[config.mk]
export PLATFORM = sky130hd
export DESIGN_NAME = coord_stack_arbiter
export DESIGN_NICKNAME = d
export VERILOG_FILES = /design/src/rtl/coord_stack_pkg.sv /design/src/rtl/rr_arbiter2.sv /design/src/rtl/coord_stack_arbiter.sv
export SDC_FILE = /design/constraint.sdc
export NUM_CORES = 1
export LEC_CHECK = 0
export BUFFER_PORTS_ARGS = -buffer_cell sky130_fd_sc_hd__buf_2
export CORE_UTILIZATION = 47
export CTS_BUF_LIST = sky130_fd_sc_hd__clkbuf_4
export DETAILED_ROUTE_END_ITERATION = 7
export PLACE_DENSITY_LB_ADDON = 0.08
export SLEW_MARGIN = 20
export SYNTH_ARGS = -nofsm -noshare
export SYNTH_HDL_FRONTEND = slang
export SYNTH_SLANG_ARGS = --single-unit
[constraint.sdc]
create_clock -name clk -period 2 [get_ports clk]
set_input_delay 0.4 -clock clk [delete_from_list [all_inputs] [get_ports clk]]
set_output_delay 0.4 -clock clk [all_outputs]
set_load 0.01 [all_outputs]
[src/rtl/coord_stack_pkg.sv]
// Shared types and constants for the coordinate stack arbiter.
package coord_stack_pkg;

    localparam int COORD_W   = 4;
    localparam int DEPTH_DEF = 64;

    localparam logic OP_PUSH = 1'b0;
    localparam logic OP_POP  = 1'b1;

    typedef enum logic [1:0] {
        IDLE    = 2'd0,
        ISSUE   = 2'd1,
        CAPTURE = 2'd2,
        RESP    = 2'd3
    } state_t;

    // Onehot grant vector for a single requester id.
    function automatic logic [1:0] id_to_onehot(input logic id);
        logic [1:0] oh;
        if (id == 1'b1) begin
            oh = 2'b10;
        end else begin
            oh = 2'b01;
        end
        return oh;
    endfunction

endpackage

[src/rtl/rr_arbiter2.sv]
// Two-way round-robin grant: a lone requester always wins, on contention
// the prio input picks the winner (0 = requester 0, 1 = requester 1).
module rr_arbiter2
    import coord_stack_pkg::*;
(
    input  logic [1:0] req,
    input  logic       prio,
    output logic [1:0] gnt
);

    // Pick a onehot winner from the request vector and current priority.
    always_comb begin
        gnt = 2'b00;
        case (req)
            2'b01:   gnt = 2'b01;
            2'b10:   gnt = 2'b10;
            2'b11:   gnt = id_to_onehot(prio);
            default: gnt = 2'b00;
        endcase
    end

endmodule

[src/rtl/coord_stack_arbiter.sv]
// Shares one push/pop coordinate stack between two requesters. Grants
// round-robin, sequences the stack strobes, captures pop data and guards
// against overflow/underflow using its own occupancy counter.
module coord_stack_arbiter
    import coord_stack_pkg::*;
#(
    parameter int DEPTH = DEPTH_DEF,
    parameter int CNT_W = 7
) (
    input  logic             clk,
    input  logic             rst,
    input  logic             r0_req,
    input  logic             r0_op,
    input  logic [3:0]       r0_x_in,
    input  logic [3:0]       r0_y_in,
    output logic             r0_done,
    output logic             r0_err,
    output logic [3:0]       r0_x_out,
    output logic [3:0]       r0_y_out,
    input  logic             r1_req,
    input  logic             r1_op,
    input  logic [3:0]       r1_x_in,
    input  logic [3:0]       r1_y_in,
    output logic             r1_done,
    output logic             r1_err,
    output logic [3:0]       r1_x_out,
    output logic [3:0]       r1_y_out,
    output logic             stk_push,
    output logic             stk_pop,
    output logic [3:0]       stk_x_in,
    output logic [3:0]       stk_y_in,
    input  logic [3:0]       stk_x_out,
    input  logic [3:0]       stk_y_out,
    output logic [CNT_W-1:0] count,
    output logic             full,
    output logic             empty,
    output logic             busy
);

    localparam logic [CNT_W-1:0] DEPTH_C = CNT_W'(DEPTH);
    localparam logic [CNT_W-1:0] ONE_C   = {{(CNT_W-1){1'b0}}, 1'b1};
    localparam logic [CNT_W-1:0] ZERO_C  = {CNT_W{1'b0}};

    state_t             state_r;
    state_t             state_s;
    logic               prio_r;
    logic               id_r;
    logic               op_r;
    logic [CNT_W-1:0]   count_r;

    logic [1:0]         req_s;
    logic [1:0]         gnt_s;
    logic               grant_s;
    logic               win_id_s;
    logic               win_op_s;
    logic [COORD_W-1:0] win_x_s;
    logic [COORD_W-1:0] win_y_s;
    logic               full_s;
    logic               empty_s;
    logic               reject_s;
    logic               issue_push_s;
    logic               issue_pop_s;
    logic               resp_s;
    logic               resp_id_s;
    logic               resp_err_s;

    logic               r0_done_r;
    logic               r0_err_r;
    logic [COORD_W-1:0] r0_x_out_r;
    logic [COORD_W-1:0] r0_y_out_r;
    logic               r1_done_r;
    logic               r1_err_r;
    logic [COORD_W-1:0] r1_x_out_r;
    logic [COORD_W-1:0] r1_y_out_r;
    logic               stk_push_r;
    logic               stk_pop_r;
    logic [COORD_W-1:0] stk_x_in_r;
    logic [COORD_W-1:0] stk_y_in_r;

    assign req_s = {r1_req, r0_req};

    rr_arbiter2 u_rr (
        .req  (req_s),
        .prio (prio_r),
        .gnt  (gnt_s)
    );

    // Winner selection, legality check and next-state decode.
    always_comb begin
        grant_s  = |gnt_s;
        win_id_s = gnt_s[1];
        if (win_id_s) begin
            win_op_s = r1_op;
            win_x_s  = r1_x_in;
            win_y_s  = r1_y_in;
        end else begin
            win_op_s = r0_op;
            win_x_s  = r0_x_in;
            win_y_s  = r0_y_in;
        end

        full_s  = (count_r == DEPTH_C);
        empty_s = (count_r == ZERO_C);
        if (win_op_s == OP_PUSH) begin
            reject_s = full_s;
        end else begin
            reject_s = empty_s;
        end

        state_s = state_r;
        case (state_r)
            IDLE: begin
                if (grant_s && reject_s) begin
                    state_s = RESP;
                end else if (grant_s) begin
                    state_s = ISSUE;
                end else begin
                    state_s = IDLE;
                end
            end
            ISSUE: begin
                if (op_r == OP_POP) begin
                    state_s = CAPTURE;
                end else begin
                    state_s = RESP;
                end
            end
            CAPTURE: state_s = RESP;
            RESP:    state_s = IDLE;
            default: state_s = IDLE;
        endcase

        issue_push_s = (state_r == IDLE) && (state_s == ISSUE) && (win_op_s == OP_PUSH);
        issue_pop_s  = (state_r == IDLE) && (state_s == ISSUE) && (win_op_s == OP_POP);
        resp_s       = (state_s == RESP);
        // Only the direct IDLE->RESP path is a rejection; issued ops always succeed.
        if (state_r == IDLE) begin
            resp_id_s  = win_id_s;
            resp_err_s = reject_s;
        end else begin
            resp_id_s  = id_r;
            resp_err_s = 1'b0;
        end
    end

    // FSM state, latched winner and round-robin priority.
    always_ff @(posedge clk or posedge rst) begin
        if (rst) begin
            state_r <= IDLE;
            prio_r  <= 1'b0;
            id_r    <= 1'b0;
            op_r    <= OP_PUSH;
        end else begin
            state_r <= state_s;
            if ((state_r == IDLE) && grant_s) begin
                id_r <= win_id_s;
                op_r <= win_op_s;
            end
            if (state_r == RESP) begin
                prio_r <= ~id_r;
            end
        end
    end

    // Occupancy counter, moved on the edge that ends the strobe cycle.
    always_ff @(posedge clk or posedge rst) begin
        if (rst) begin
            count_r <= ZERO_C;
        end else if (state_r == ISSUE) begin
            if (op_r == OP_PUSH) begin
                count_r <= count_r + ONE_C;
            end else begin
                count_r <= count_r - ONE_C;
            end
        end
    end

    // Stack strobes and write data, registered so they are high exactly in ISSUE.
    always_ff @(posedge clk or posedge rst) begin
        if (rst) begin
            stk_push_r <= 1'b0;
            stk_pop_r  <= 1'b0;
            stk_x_in_r <= 4'h0;
            stk_y_in_r <= 4'h0;
        end else begin
            stk_push_r <= issue_push_s;
            stk_pop_r  <= issue_pop_s;
            stk_x_in_r <= issue_push_s ? win_x_s : 4'h0;
            stk_y_in_r <= issue_push_s ? win_y_s : 4'h0;
        end
    end

    // Completion pulse and error flag, registered on entry to RESP.
    always_ff @(posedge clk or posedge rst) begin
        if (rst) begin
            r0_done_r <= 1'b0;
            r0_err_r  <= 1'b0;
            r1_done_r <= 1'b0;
            r1_err_r  <= 1'b0;
        end else begin
            r0_done_r <= resp_s && (resp_id_s == 1'b0);
            r0_err_r  <= resp_s && (resp_id_s == 1'b0) && resp_err_s;
            r1_done_r <= resp_s && (resp_id_s == 1'b1);
            r1_err_r  <= resp_s && (resp_id_s == 1'b1) && resp_err_s;
        end
    end

    // Pop data lands in the winner's output registers at the end of CAPTURE.
    always_ff @(posedge clk or posedge rst) begin
        if (rst) begin
            r0_x_out_r <= 4'h0;
            r0_y_out_r <= 4'h0;
            r1_x_out_r <= 4'h0;
            r1_y_out_r <= 4'h0;
        end else if (state_r == CAPTURE) begin
            if (id_r == 1'b0) begin
                r0_x_out_r <= stk_x_out;
                r0_y_out_r <= stk_y_out;
            end else begin
                r1_x_out_r <= stk_x_out;
                r1_y_out_r <= stk_y_out;
            end
        end
    end

    assign r0_done  = r0_done_r;
    assign r0_err   = r0_err_r;
    assign r0_x_out = r0_x_out_r;
    assign r0_y_out = r0_y_out_r;
    assign r1_done  = r1_done_r;
    assign r1_err   = r1_err_r;
    assign r1_x_out = r1_x_out_r;
    assign r1_y_out = r1_y_out_r;
    assign stk_push = stk_push_r;
    assign stk_pop  = stk_pop_r;
    assign stk_x_in = stk_x_in_r;
    assign stk_y_in = stk_y_in_r;
    assign count    = count_r;
    assign full     = full_s;
    assign empty    = empty_s;
    assign busy     = (state_r != IDLE);

endmodule

==> impl_metrics.xml, run 1 <==
<?xml version="1.0" encoding="UTF-8"?>
<metrics>
  <group name="outcome">
    <metric name="outcome" unit="">completed</metric>
  </group>
  <group name="synth">
    <metric name="syn-num-nets" unit="">219</metric>
    <metric name="dominant_cell_by_count_in_the_synthesized_netlist" unit="">dfrtp_1</metric>
    <metric name="synth_common_cells" unit="">dfrtp_1 (42), nand2_1 (26), mux2_2 (19)</metric>
    <metric name="share_of_async_settable_or_async_resettable_flops_after_synthesis" unit="%">100</metric>
    <metric name="synth_top_cell_by_area" unit="">dfrtp_1</metric>
    <metric name="synth_warnings" unit="">0</metric>
    <metric name="count_of_flip_flops_with_a_built_in_enable_after_synthesis" unit="">0</metric>
    <metric name="netlist_area" unit="sq mm">0.00205</metric>
    <metric name="top_flip_flop_cell_by_instance_count_after_synthesis" unit="">dfrtp_1</metric>
    <metric name="postSynthCellCount" unit="">178</metric>
    <metric name="synth_seq_cells" unit="">42</metric>
    <metric name="synthDistinctLibCells" unit="">40</metric>
    <metric name="yosysSeqAreaShare" unit="%">51.2</metric>
    <metric name="synth_area_leaders" unit="">dfrtp_1 (51%), mux2_2 (10%), ha_1 (6.1%)</metric>
    <metric name="area_share_of_the_leading_cell_type_in_the_synthesized_netlist" unit="%">51.2</metric>
    <metric name="postSynthAreaPerCell" unit="sq um">11.5</metric>
  </group>
  <group name="cells_and_area">
    <metric name="area_growth" unit="%">29.9</metric>
    <metric name="seqCellArea" unit="sq mm">0.00105</metric>
    <metric name="post_layout_nonfiller_instances" unit="">317</metric>
    <metric name="antenna_cells_inserted" unit="">0</metric>
    <metric name="postLayoutCoreUtil" unit="%">65.2</metric>
    <metric name="post_route_cells_drive_above_1_share" unit="%">50.6</metric>
    <metric name="multi_input_comb_area" unit="sq um">956</metric>
    <metric name="fillerInstances" unit="">339</metric>
    <metric name="nets" unit="">307</metric>
    <metric name="finalInstanceArea" unit="sq mm">0.00267</metric>
  </group>
  <group name="grt">
    <metric name="grt.overflow.total" unit="">0</metric>
    <metric name="grt_antenna_before_repair" unit="">0</metric>
    <metric name="met2_usage" unit="%">31.4</metric>
    <metric name="grt_pass1_wl" unit="um">6490</metric>
    <metric name="grt_pass1_vias" unit="">1444</metric>
    <metric name="busiest_layer" unit="">met2</metric>
    <metric name="met3_usage" unit="%">6.00</metric>
    <metric name="grtUsageTotal" unit="%">19.2</metric>
    <metric name="global_route.usage.met1" unit="%">24.0</metric>
    <metric name="maximum_number_of_pins_on_one_net_before_global_route_repair" unit="">43</metric>
  </group>
  <group name="drt">
    <metric name="avgRoutedWirePerCell" unit="um">13.3</metric>
    <metric name="viasPerCell" unit="">5.01</metric>
    <metric name="first_pass_iters" unit="">4</metric>
    <metric name="drt_iter0_markers" unit="">56</metric>
    <metric name="antenna_left" unit="">0</metric>
    <metric name="postRouteWirelength" unit="um">4210</metric>
    <metric name="vias" unit="">1588</metric>
    <metric name="drc_errors" unit="">0</metric>
  </group>
  <group name="worst_hold_path">
    <metric name="worst_hold_path_type" unit="">in -&gt; async</metric>
  </group>
  <group name="sta">
    <metric name="maximum_clock_rate" unit="MHz">513</metric>
    <metric name="worst_slack" unit="ns">0.0518</metric>
    <metric name="period_minus_slack" unit="ns">1.95</metric>
    <metric name="max-slew-margin-rel" unit="%">65.1</metric>
    <metric name="timing_worst_slew_pin_value" unit="ns">0.524</metric>
    <metric name="period_share" unit="%">97.4</metric>
    <metric name="rsz0062_at_grt" unit="">true</metric>
    <metric name="slew_violations" unit="">0</metric>
    <metric name="timing.final.setup_violations" unit="">0</metric>
    <metric name="fin_tns_setup" unit="ns">0</metric>
    <metric name="finalHoldViolCount" unit="">0</metric>
    <metric name="fin_skew" unit="ns">0.0123</metric>
  </group>
  <group name="placement">
    <metric name="placed_cells_incl_taps" unit="">302</metric>
    <metric name="dpl_worst_slack" unit="ns">0.0710</metric>
    <metric name="dp.final_hpwl" unit="um">3010</metric>
    <metric name="placement.io_buffers" unit="">69</metric>
    <metric name="placed_cell_area" unit="sq mm">0.00249</metric>
    <metric name="gp_routability_congestion" unit="">0.820</metric>
  </group>
  <group name="clock_network">
    <metric name="worst_setup_hold_path_clk_slew" unit="ns">0.13</metric>
    <metric name="number_of_buffers_added_by_the_clock_tree_synthesis_step" unit="">5</metric>
    <metric name="numClockSinks" unit="">42</metric>
    <metric name="postCtsHoldBufs" unit="">0</metric>
    <metric name="cts_tree" unit="">done</metric>
    <metric name="worst_skew_pair.late_latency" unit="ns">0.36</metric>
    <metric name="ctsRootBufferMaster" unit="">clkbuf_4</metric>
    <metric name="clock_path_buffers" unit="">2</metric>
    <metric name="cts_max_level" unit="">2</metric>
  </group>
  <group name="floorplan">
    <metric name="core-area" unit="sq mm">0.00409</metric>
    <metric name="rows" unit="">23</metric>
    <metric name="dieArea" unit="sq mm">0.00463</metric>
    <metric name="die_span_x" unit="um">68.1</metric>
    <metric name="floorplan.initialDensity" unit="%">50.2</metric>
    <metric name="io-pin-count" unit="">70</metric>
    <metric name="dieHeight" unit="um">68.1</metric>
  </group>
  <group name="worst_setup_path">
    <metric name="critPathRequiredTime" unit="ns">1.60</metric>
    <metric name="reg2reg_to" unit="">count[6]</metric>
    <metric name="timing.reg2reg.setup_slack" unit="ns">0.06</metric>
    <metric name="worst-r2r-cell-count" unit="">6</metric>
    <metric name="critical_path.slowest_cell" unit="">dfrtp_2</metric>
    <metric name="path_cells" unit="">nor4_4, nand2_2, buf_6, nor2_1, buf_2</metric>
    <metric name="rr_startpoint" unit="">op_r</metric>
    <metric name="worstSetupEndpointType" unit="">primary output</metric>
    <metric name="cp_num_buf_inv" unit="">2</metric>
    <metric name="cp-start-kind" unit="">flip-flop</metric>
    <metric name="cpPeakStageDelay" unit="ns">0.45</metric>
    <metric name="timing.setup.critical_path_class" unit="">reg -&gt; out</metric>
    <metric name="timing.critical_path.arrival" unit="ns">1.55</metric>
    <metric name="category_of_cells_accounting_for_the_largest_share_of_critical_path_delay" unit="">simple AND/OR/NAND/NOR gates</metric>
    <metric name="path_max_fanout" unit="">2</metric>
  </group>
  <group name="flow_run">
    <metric name="drv.max_cap_violation_count" unit="">0</metric>
  </group>
  <group name="power_and_ir_drop">
    <metric name="power.static_leakage" unit="nW">1.38</metric>
    <metric name="p_per_area" unit="mW/mm^2">1610</metric>
    <metric name="max-vdd-ir-drop" unit="mV">0.763</metric>
  </group>
</metrics>
## power by group
| part | switching, W | internal (W) |
|---|---|---|
| combinational | 0.00112 | 0.00116 |
| clock | 0.000289 | 0.000265 |
| sequential | 0.000251 | 0.00120 |
| total | 0.00166 | 0.00262 |
## how the worst max path moves through the flow
stage	start	end	slack, ns	depth (start not counted)
4_1_cts	count[1]	empty	0.007	5
6_report	count[3]	empty	0.05	5
2_1_floorplan	state_r[1]	stk_x_in[0]	0.12	9
3_5_place_dp	state_r[0]	stk_x_in[0]	0.07	8
5_1_grt	op_r	count[6]	-0.14	6
3_3_place_gp	state_r[0]	stk_y_in[3]	0.10	8
## through the flow
stage               total power [W]  hold slack (ns)
detailed placement          0.00358            0.491
CTS                         0.00422            0.157
global placement            0.00353            0.481
global route                0.00465            0.194
finish                      0.00428            0.150
floorplan                   0.00294            0.477
## placed cells by master (no fill, tap or decap), drive strengths merged, types with 3 or more instances in the layout
cell    count
o21ai       7
nand3       3
a21o        3
buf        84
inv        13
nor4        4
a21oi      10
dfrtp      42
xnor2       4
ha         10
mux2       19
nor2        5
nand2      27
clkbuf      5
nor2b       3
## kinds of logic after synthesis
kind of cell / after synthesis / share of synthesized area [%]
simple gates: 53 / 13.0
flops: 42 / 51.2
compound gates: 30 / 11.2
mux: 21 / 11.4
buf+inv: 15 / 3.48
fa+ha+maj: 11 / 7.07
xor+xnor: 6 / 2.56
## sequential cells by signal (all words and copies together) (netlist names), 2 cells and up
name,cells
r0_x_out,4
r1_y_out,4
state_r,2
stk_x_in,4
r1_x_out,4
r0_y_out,4
count,7
stk_y_in,4
## routing by layer
layer	vias up	routed length [um]
li1	787	-
met1	752	1880
met5	-	0
met4	0	46
met3	6	190
met2	43	2090
## what timing repair did
item | CTS | global route
pin swaps | 2 | 4
buffers inserted | 3 | 3
gates cloned | 0 | 1
gates resized for setup | 4 | 10
endpoints found under the setup margin | 1 | 11
endpoints found under the hold margin | 0 | 0
## area by class of cell
class	instances	area share [%]
clock buffers	5	1.41
multi-input cells	121	35.9
repair buffers	84	17.5
inverters	12	1.69
flip-flops and latches	42	39.6
clock inverters	3	1.64
well taps	50	2.35
## worst register-to-register path: cells and delay by family, from the launching register on
family	cells	cell delay, ns
AOI/OAI and AO/OA	2	0.42
xor gates and xnor gates	1	0.14
adders and majority gates	1	0.35
DFF	1	0.49
and+or+nand+nor	2	0.44
No activity file was read; power rests on OpenSTA's default activity.
==> run 2: changes to the inputs <==
--- a/config.mk
+++ b/config.mk
@@ -9,7 +9,9 @@
 export CORE_UTILIZATION = 47
 export CTS_BUF_LIST = sky130_fd_sc_hd__clkbuf_4
 export DETAILED_ROUTE_END_ITERATION = 7
+export MAX_ROUTING_LAYER = met4
 export PLACE_DENSITY_LB_ADDON = 0.08
+export REMOVE_ABC_BUFFERS = 1
 export SLEW_MARGIN = 20
 export SYNTH_ARGS = -nofsm -noshare
 export SYNTH_HDL_FRONTEND = slang
==> run 2 against run 1 <==
Compared with the run above: hold slack worse by 0.0024 ns; worst setup slack better by 0.025 ns; final area is 0.85% higher; global-route usage is 0.54 points higher.
==> impl_metrics.xml, run 2 (same netlist as run 1, synthesis figures left out) <==
<?xml version="1.0" encoding="UTF-8"?>
<metrics>
  <group name="clock_network">
    <metric name="number_of_buffers_added_by_the_clock_tree_synthesis_step" unit="">5</metric>
    <metric name="cts_max_level" unit="">2</metric>
    <metric name="worst_skew_pair.late_latency" unit="ns">0.35</metric>
    <metric name="ctsRootBufferMaster" unit="">clkbuf_4</metric>
    <metric name="numClockSinks" unit="">42</metric>
    <metric name="clock_path_buffers" unit="">2</metric>
    <metric name="cts_tree" unit="">done</metric>
    <metric name="worst_setup_hold_path_clk_slew" unit="ns">0.13</metric>
  </group>
  <group name="floorplan">
    <metric name="core-area" unit="sq mm">0.00409</metric>
    <metric name="die_span_x" unit="um">68.1</metric>
    <metric name="io-pin-count" unit="">70</metric>
    <metric name="floorplan.initialDensity" unit="%">50.2</metric>
    <metric name="dieHeight" unit="um">68.1</metric>
    <metric name="dieArea" unit="sq mm">0.00463</metric>
    <metric name="rows" unit="">23</metric>
  </group>
  <group name="drt">
    <metric name="vias" unit="">1563</metric>
    <metric name="drt_iter0_markers" unit="">44</metric>
    <metric name="first_pass_iters" unit="">3</metric>
    <metric name="drc_errors" unit="">0</metric>
    <metric name="avgRoutedWirePerCell" unit="um">13.3</metric>
    <metric name="detailroute.wirelength.met3" unit="um">196</metric>
    <metric name="antenna_left" unit="">0</metric>
    <metric name="route.layer.met1.wl" unit="um">2000</metric>
    <metric name="viasPerCell" unit="">4.93</metric>
    <metric name="maxUsedRoutingLayer" unit="">met4</metric>
    <metric name="routed-wl-met2" unit="um">1970</metric>
    <metric name="postRouteWirelength" unit="um">4210</metric>
  </group>
  <group name="power_and_ir_drop">
    <metric name="max-vdd-ir-drop" unit="mV">0.803</metric>
    <metric name="p_per_area" unit="mW/mm^2">1630</metric>
    <metric name="power.static_leakage" unit="nW">1.38</metric>
  </group>
  <group name="cells_and_area">
    <metric name="fillerInstances" unit="">328</metric>
    <metric name="most_common_cell_after_layout_fill_and_taps_aside" unit="">buf_2</metric>
    <metric name="post_route_cells_drive_above_1_share" unit="%">51.3</metric>
    <metric name="layout_common_cells" unit="">buf_2 (69), dfrtp_1 (40), nand2_1 (25)</metric>
    <metric name="area_growth" unit="%">31.0</metric>
    <metric name="post_layout_nonfiller_instances" unit="">317</metric>
    <metric name="nets" unit="">307</metric>
    <metric name="largest_register_ffs" unit="">7</metric>
    <metric name="postLayoutCoreUtil" unit="%">65.8</metric>
    <metric name="antenna_cells_inserted" unit="">0</metric>
  </group>
  <group name="worst_setup_path">
    <metric name="critPathRequiredTime" unit="ns">2.29</metric>
    <metric name="timing.setup.critical_path_class" unit="">reg -&gt; reg</metric>
    <metric name="critPathLaunch" unit="">state_r[0]</metric>
    <metric name="timing.critical_path.arrival" unit="ns">2.22</metric>
    <metric name="path_max_fanout" unit="">4</metric>
    <metric name="worstSetupEndpointType" unit="">flip-flop</metric>
    <metric name="rr_startpoint" unit="">state_r[0]</metric>
    <metric name="cp-start-kind" unit="">flip-flop</metric>
  </group>
  <group name="placement">
    <metric name="dp.final_hpwl" unit="um">3020</metric>
    <metric name="gp_routability_congestion" unit="">0.866</metric>
    <metric name="placement.io_buffers" unit="">69</metric>
    <metric name="placed_cells_incl_taps" unit="">302</metric>
    <metric name="dpl_worst_slack" unit="ns">0.0581</metric>
  </group>
  <group name="grt">
    <metric name="grt_pass1_wl" unit="um">6420</metric>
    <metric name="maximum_number_of_pins_on_one_net_before_global_route_repair" unit="">43</metric>
    <metric name="grt_pass1_vias" unit="">1360</metric>
    <metric name="grtUsageTotal" unit="%">19.7</metric>
    <metric name="grt_antenna_before_repair" unit="">0</metric>
    <metric name="grt.overflow.total" unit="">0</metric>
  </group>
  <group name="sta">
    <metric name="timing_worst_slew_pin_value" unit="ns">0.515</metric>
    <metric name="max-slew-margin-rel" unit="%">65.6</metric>
    <metric name="slew_violations" unit="">0</metric>
    <metric name="maximum_clock_rate" unit="MHz">520</metric>
    <metric name="fin_skew" unit="ns">0.00936</metric>
    <metric name="worst_slack" unit="ns">0.0768</metric>
    <metric name="finalHoldViolCount" unit="">0</metric>
    <metric name="rsz0062_at_grt" unit="">true</metric>
    <metric name="period_share" unit="%">96.2</metric>
    <metric name="fin_tns_setup" unit="ns">0</metric>
    <metric name="period_minus_slack" unit="ns">1.92</metric>
    <metric name="timing.final.setup_violations" unit="">0</metric>
  </group>
  <group name="flow_run">
    <metric name="drv.max_cap_violation_count" unit="">0</metric>
  </group>
  <group name="outcome">
    <metric name="outcome" unit="">completed</metric>
  </group>
  <group name="worst_hold_path">
    <metric name="worst_hold_path_type" unit="">in -&gt; async</metric>
  </group>
</metrics>
==> run 2: per-layer routing <==
metal	vias up	GRT usage (%)
met2	50	30.1
li1	795	-
met1	712	24.9
met3	6	5.83
met4	0	6.25
met5	-	-
==> run 2: layout make-up <==
cell class	instances	area (sq um)	share of cell area, %
multi-input cells	121	978	36.4
flip-flops and latches	42	1050	39.2
clock buffers	6	45.0	1.68
inverters	12	45.0	1.68
well taps	50	62.6	2.33
clock inverters	2	37.5	1.40
repair buffers	84	465	17.3
==> run 2: repair_timing <==
item | in CTS | in global routing
gates resized for setup | 3 | 15
cloned | 0 | 1
hold buffers | 0 | 0
setup endpoints to repair | 1 | 14
setup buffers | 3 | 4
pin swaps | 2 | 5
==> run 2: power breakdown <==
| part | total, W | leakage [nW] | switching [W] | internal (W) |
|---|---|---|---|---|
| clock | 0.000557 | 0.0419 | 0.000280 | 0.000277 |
| sequential | 0.00146 | 0.520 | 0.000257 | 0.00120 |
| combinational | 0.00237 | 0.816 | 0.00114 | 0.00123 |
| total | 0.00439 | 1.38 | 0.00168 | 0.00271 |
==> run 2: critical path, stage by stage, from the launching register on <==
cell and delay (ns):
dfrtp_1 0.39, inv_1 0.08, ha_2 0.20, or3b_4 0.24, o31a_4 0.15, nand2_2 0.06
or4b_4 0.49, buf_4 0.17, a21oi_2 0.09
==> run 2: worst paths after layout <==
kind,to,slack (ns),cells past startpoint
max,stk_y_in[1],0.08,8
max reg2reg,stk_y_in[1],0.08,8
max in group asynchronous,op_r,1.47,3
min in group clk,stk_y_in[2],0.27,3
min,r0_y_out[0],0.15,3
min reg2reg,r0_x_out[2],0.51,1
==> run 2: metrics by stage <==
step                cell area (sq um)  hold WS (ns)  total power [W]
floorplan                        2030         0.477          0.00290
global placement                 2490         0.482          0.00356
detailed placement               2490         0.488          0.00360
CTS                              2600         0.161          0.00423
global route                     2690         0.177          0.00475
finish                           2690         0.148          0.00439
==> run 3: changes to the inputs <==
--- a/config.mk
+++ b/config.mk
@@ -6,6 +6,7 @@
 export NUM_CORES = 1
 export LEC_CHECK = 0
 export BUFFER_PORTS_ARGS = -buffer_cell sky130_fd_sc_hd__buf_2
+export CORE_MARGIN = 2
 export CORE_UTILIZATION = 47
 export CTS_BUF_LIST = sky130_fd_sc_hd__clkbuf_4
 export DETAILED_ROUTE_END_ITERATION = 7
==> run 3 against run 2 <==
Compared with the run above: hold slack improved by 0.016 ns; die area rose by 6.0%; non-clock buffer count rose by 7; maximum frequency decreased by 2.7%; register-to-register slack lost 0.02 ns; clock skew is 0.0017 ns higher; combinational power rose by 2%; core utilization is 0.95 points lower; routed wire length grew 0.81%; final area is 2.8% higher.
==> impl_metrics.xml, run 3 (same netlist as run 1, synthesis figures left out) <==
<?xml version="1.0" encoding="UTF-8"?>
<metrics>
  <group name="sta">
    <metric name="fin_tns_setup" unit="ns">0</metric>
    <metric name="slew_violations" unit="">0</metric>
    <metric name="period_minus_slack" unit="ns">1.98</metric>
    <metric name="maximum_clock_rate" unit="MHz">506</metric>
    <metric name="period_share" unit="%">98.8</metric>
    <metric name="timing_worst_slew_pin_value" unit="ns">0.523</metric>
    <metric name="fin_skew" unit="ns">0.0110</metric>
    <metric name="timing.final.setup_violations" unit="">0</metric>
    <metric name="finalHoldViolCount" unit="">0</metric>
    <metric name="worst_slack" unit="ns">0.0244</metric>
    <metric name="max-slew-margin-rel" unit="%">65.2</metric>
    <metric name="rsz0062_at_grt" unit="">true</metric>
  </group>
  <group name="worst_setup_path">
    <metric name="path_max_fanout" unit="">5</metric>
    <metric name="worstSetupEndpointType" unit="">primary output</metric>
    <metric name="reg2reg_to" unit="">r0_done</metric>
    <metric name="worst-r2r-cell-count" unit="">7</metric>
    <metric name="timing.critical_path.arrival" unit="ns">1.58</metric>
    <metric name="critPathRequiredTime" unit="ns">1.60</metric>
    <metric name="critPathLaunch" unit="">count[0]</metric>
    <metric name="crit_path_end" unit="">empty</metric>
    <metric name="rr_startpoint" unit="">count[0]</metric>
    <metric name="timing.setup.critical_path_class" unit="">reg -&gt; out</metric>
    <metric name="cp-start-kind" unit="">flip-flop</metric>
    <metric name="timing.reg2reg.setup_slack" unit="ns">0.06</metric>
  </group>
  <group name="floorplan">
    <metric name="die_span_x" unit="um">70.1</metric>
    <metric name="core-area" unit="sq mm">0.00426</metric>
    <metric name="floorplan.initialDensity" unit="%">48.1</metric>
    <metric name="dieHeight" unit="um">70.1</metric>
    <metric name="dieArea" unit="sq mm">0.00491</metric>
    <metric name="rows" unit="">24</metric>
    <metric name="io-pin-count" unit="">70</metric>
  </group>
  <group name="drt">
    <metric name="drt_iter0_markers" unit="">44</metric>
    <metric name="first_pass_iters" unit="">4</metric>
    <metric name="vias" unit="">1633</metric>
    <metric name="avgRoutedWirePerCell" unit="um">13.0</metric>
    <metric name="viasPerCell" unit="">5.01</metric>
    <metric name="postRouteWirelength" unit="um">4250</metric>
    <metric name="drc_errors" unit="">0</metric>
    <metric name="antenna_left" unit="">0</metric>
  </group>
  <group name="cells_and_area">
    <metric name="nets" unit="">314</metric>
    <metric name="seqCellArea" unit="sq mm">0.00105</metric>
    <metric name="area_growth" unit="%">34.7</metric>
    <metric name="largest_register_ffs" unit="">7</metric>
    <metric name="postLayoutCoreUtil" unit="%">64.8</metric>
    <metric name="antenna_cells_inserted" unit="">0</metric>
    <metric name="post_route_cells_drive_above_1_share" unit="%">52.6</metric>
    <metric name="fillerInstances" unit="">378</metric>
    <metric name="post_layout_nonfiller_instances" unit="">326</metric>
    <metric name="layout_common_cells" unit="">buf_2 (68), dfrtp_1 (40), nand2_1 (25)</metric>
    <metric name="multi_input_comb_area" unit="sq um">993</metric>
    <metric name="most_common_cell_after_layout_fill_and_taps_aside" unit="">buf_2</metric>
  </group>
  <group name="grt">
    <metric name="grt_pass1_vias" unit="">1566</metric>
    <metric name="grtUsageTotal" unit="%">18.5</metric>
    <metric name="grt_antenna_before_repair" unit="">0</metric>
    <metric name="grt.overflow.total" unit="">0</metric>
    <metric name="maximum_number_of_pins_on_one_net_before_global_route_repair" unit="">43</metric>
    <metric name="grt_pass1_wl" unit="um">7000</metric>
  </group>
  <group name="power_and_ir_drop">
    <metric name="power.static_leakage" unit="nW">1.41</metric>
    <metric name="p_per_area" unit="mW/mm^2">1600</metric>
    <metric name="max-vdd-ir-drop" unit="mV">0.870</metric>
    <metric name="finalPower" unit="W">0.00442</metric>
  </group>
  <group name="clock_network">
    <metric name="cts_tree" unit="">done</metric>
    <metric name="postCtsHoldBufs" unit="">0</metric>
    <metric name="worst_skew_pair.late_latency" unit="ns">0.34</metric>
    <metric name="worst_setup_hold_path_clk_slew" unit="ns">0.12</metric>
    <metric name="ctsRootBufferMaster" unit="">clkbuf_4</metric>
    <metric name="cts_max_level" unit="">2</metric>
    <metric name="numClockSinks" unit="">42</metric>
    <metric name="number_of_buffers_added_by_the_clock_tree_synthesis_step" unit="">5</metric>
    <metric name="clock_path_buffers" unit="">2</metric>
  </group>
  <group name="placement">
    <metric name="placement.io_buffers" unit="">69</metric>
    <metric name="placed_cells_incl_taps" unit="">306</metric>
    <metric name="gp_routability_congestion" unit="">0.835</metric>
    <metric name="dpl_worst_slack" unit="ns">0.0917</metric>
    <metric name="dp.final_hpwl" unit="um">3070</metric>
  </group>
  <group name="worst_hold_path">
    <metric name="worst_hold_path_type" unit="">in -&gt; async</metric>
  </group>
  <group name="outcome">
    <metric name="outcome" unit="">completed</metric>
  </group>
  <group name="flow_run">
    <metric name="drv.max_cap_violation_count" unit="">0</metric>
  </group>
</metrics>
-- run 3: worst min path at each step --
stage          slack, ns  depth (start not counted)     endpoint         from
6_report            0.16                          3  stk_x_in[1]          rst
5_1_grt             0.20                          3  r0_x_out[2]          rst
3_5_place_dp        0.49                          1  r0_x_out[3]  r0_x_out[3]
2_1_floorplan       0.48                          1       prio_r         id_r
4_1_cts             0.17                          3  r0_x_out[2]          rst
3_3_place_gp        0.48                          1  r0_y_out[2]  r0_y_out[2]
-- run 3: worst max-delay path: stages (launching register included) --
cell,delay [ns]
dfrtp_2,0.47
nor4_4,0.34
nand2_2,0.12
buf_6,0.14
nor2_4,0.07
buf_6,0.11
-- run 3: what timing repair did --
item / 4_1_cts / 5_1_grt
pin swaps: 3 / 7
setup endpoints to repair: 1 / 15
buffers inserted: 5 / 6
gates cloned: 0 / 1
resized for setup: 6 / 15
-- run 3: report_power, final --
group | switching, W | leakage (nW) | internal [W] | total, W
Sequential | 0.000248 | 0.520 | 0.00120 | 0.00145
Clock | 0.000266 | 0.0419 | 0.000277 | 0.000544
Combinational | 0.00115 | 0.851 | 0.00127 | 0.00242
-- run 3: area by class of cell --
cell class	instances	share of cell area, %
Sequential cell	42	38.1
Multi-Input combinational cell	121	35.9
Timing Repair Buffer	91	19.0
Tap cell	52	2.35
Clock buffer	6	1.63
Inverter	12	1.63
Clock inverter	2	1.36
-- run 3: metrics by stage --
stage	hold WS, ns	area, sq um
floorplan	0.477	2030
global placement	0.481	2510
detailed placement	0.488	2510
CTS	0.168	2650
global route	0.196	2760
finish	0.164	2760
-- run 3: layer usage --
metal / wire (um) / share of wire (%) / vias up / track usage, %
met2: 1930 / 45 / 43 / 27.9
met3: 207 / 4.9 / 5 / 4.18
li1: - / - / 814 / -
met1: 2060 / 48 / 771 / 25.4
met4: 51 / 1.2 / 0 / 5.13
met5: 0 / 0 / - / -
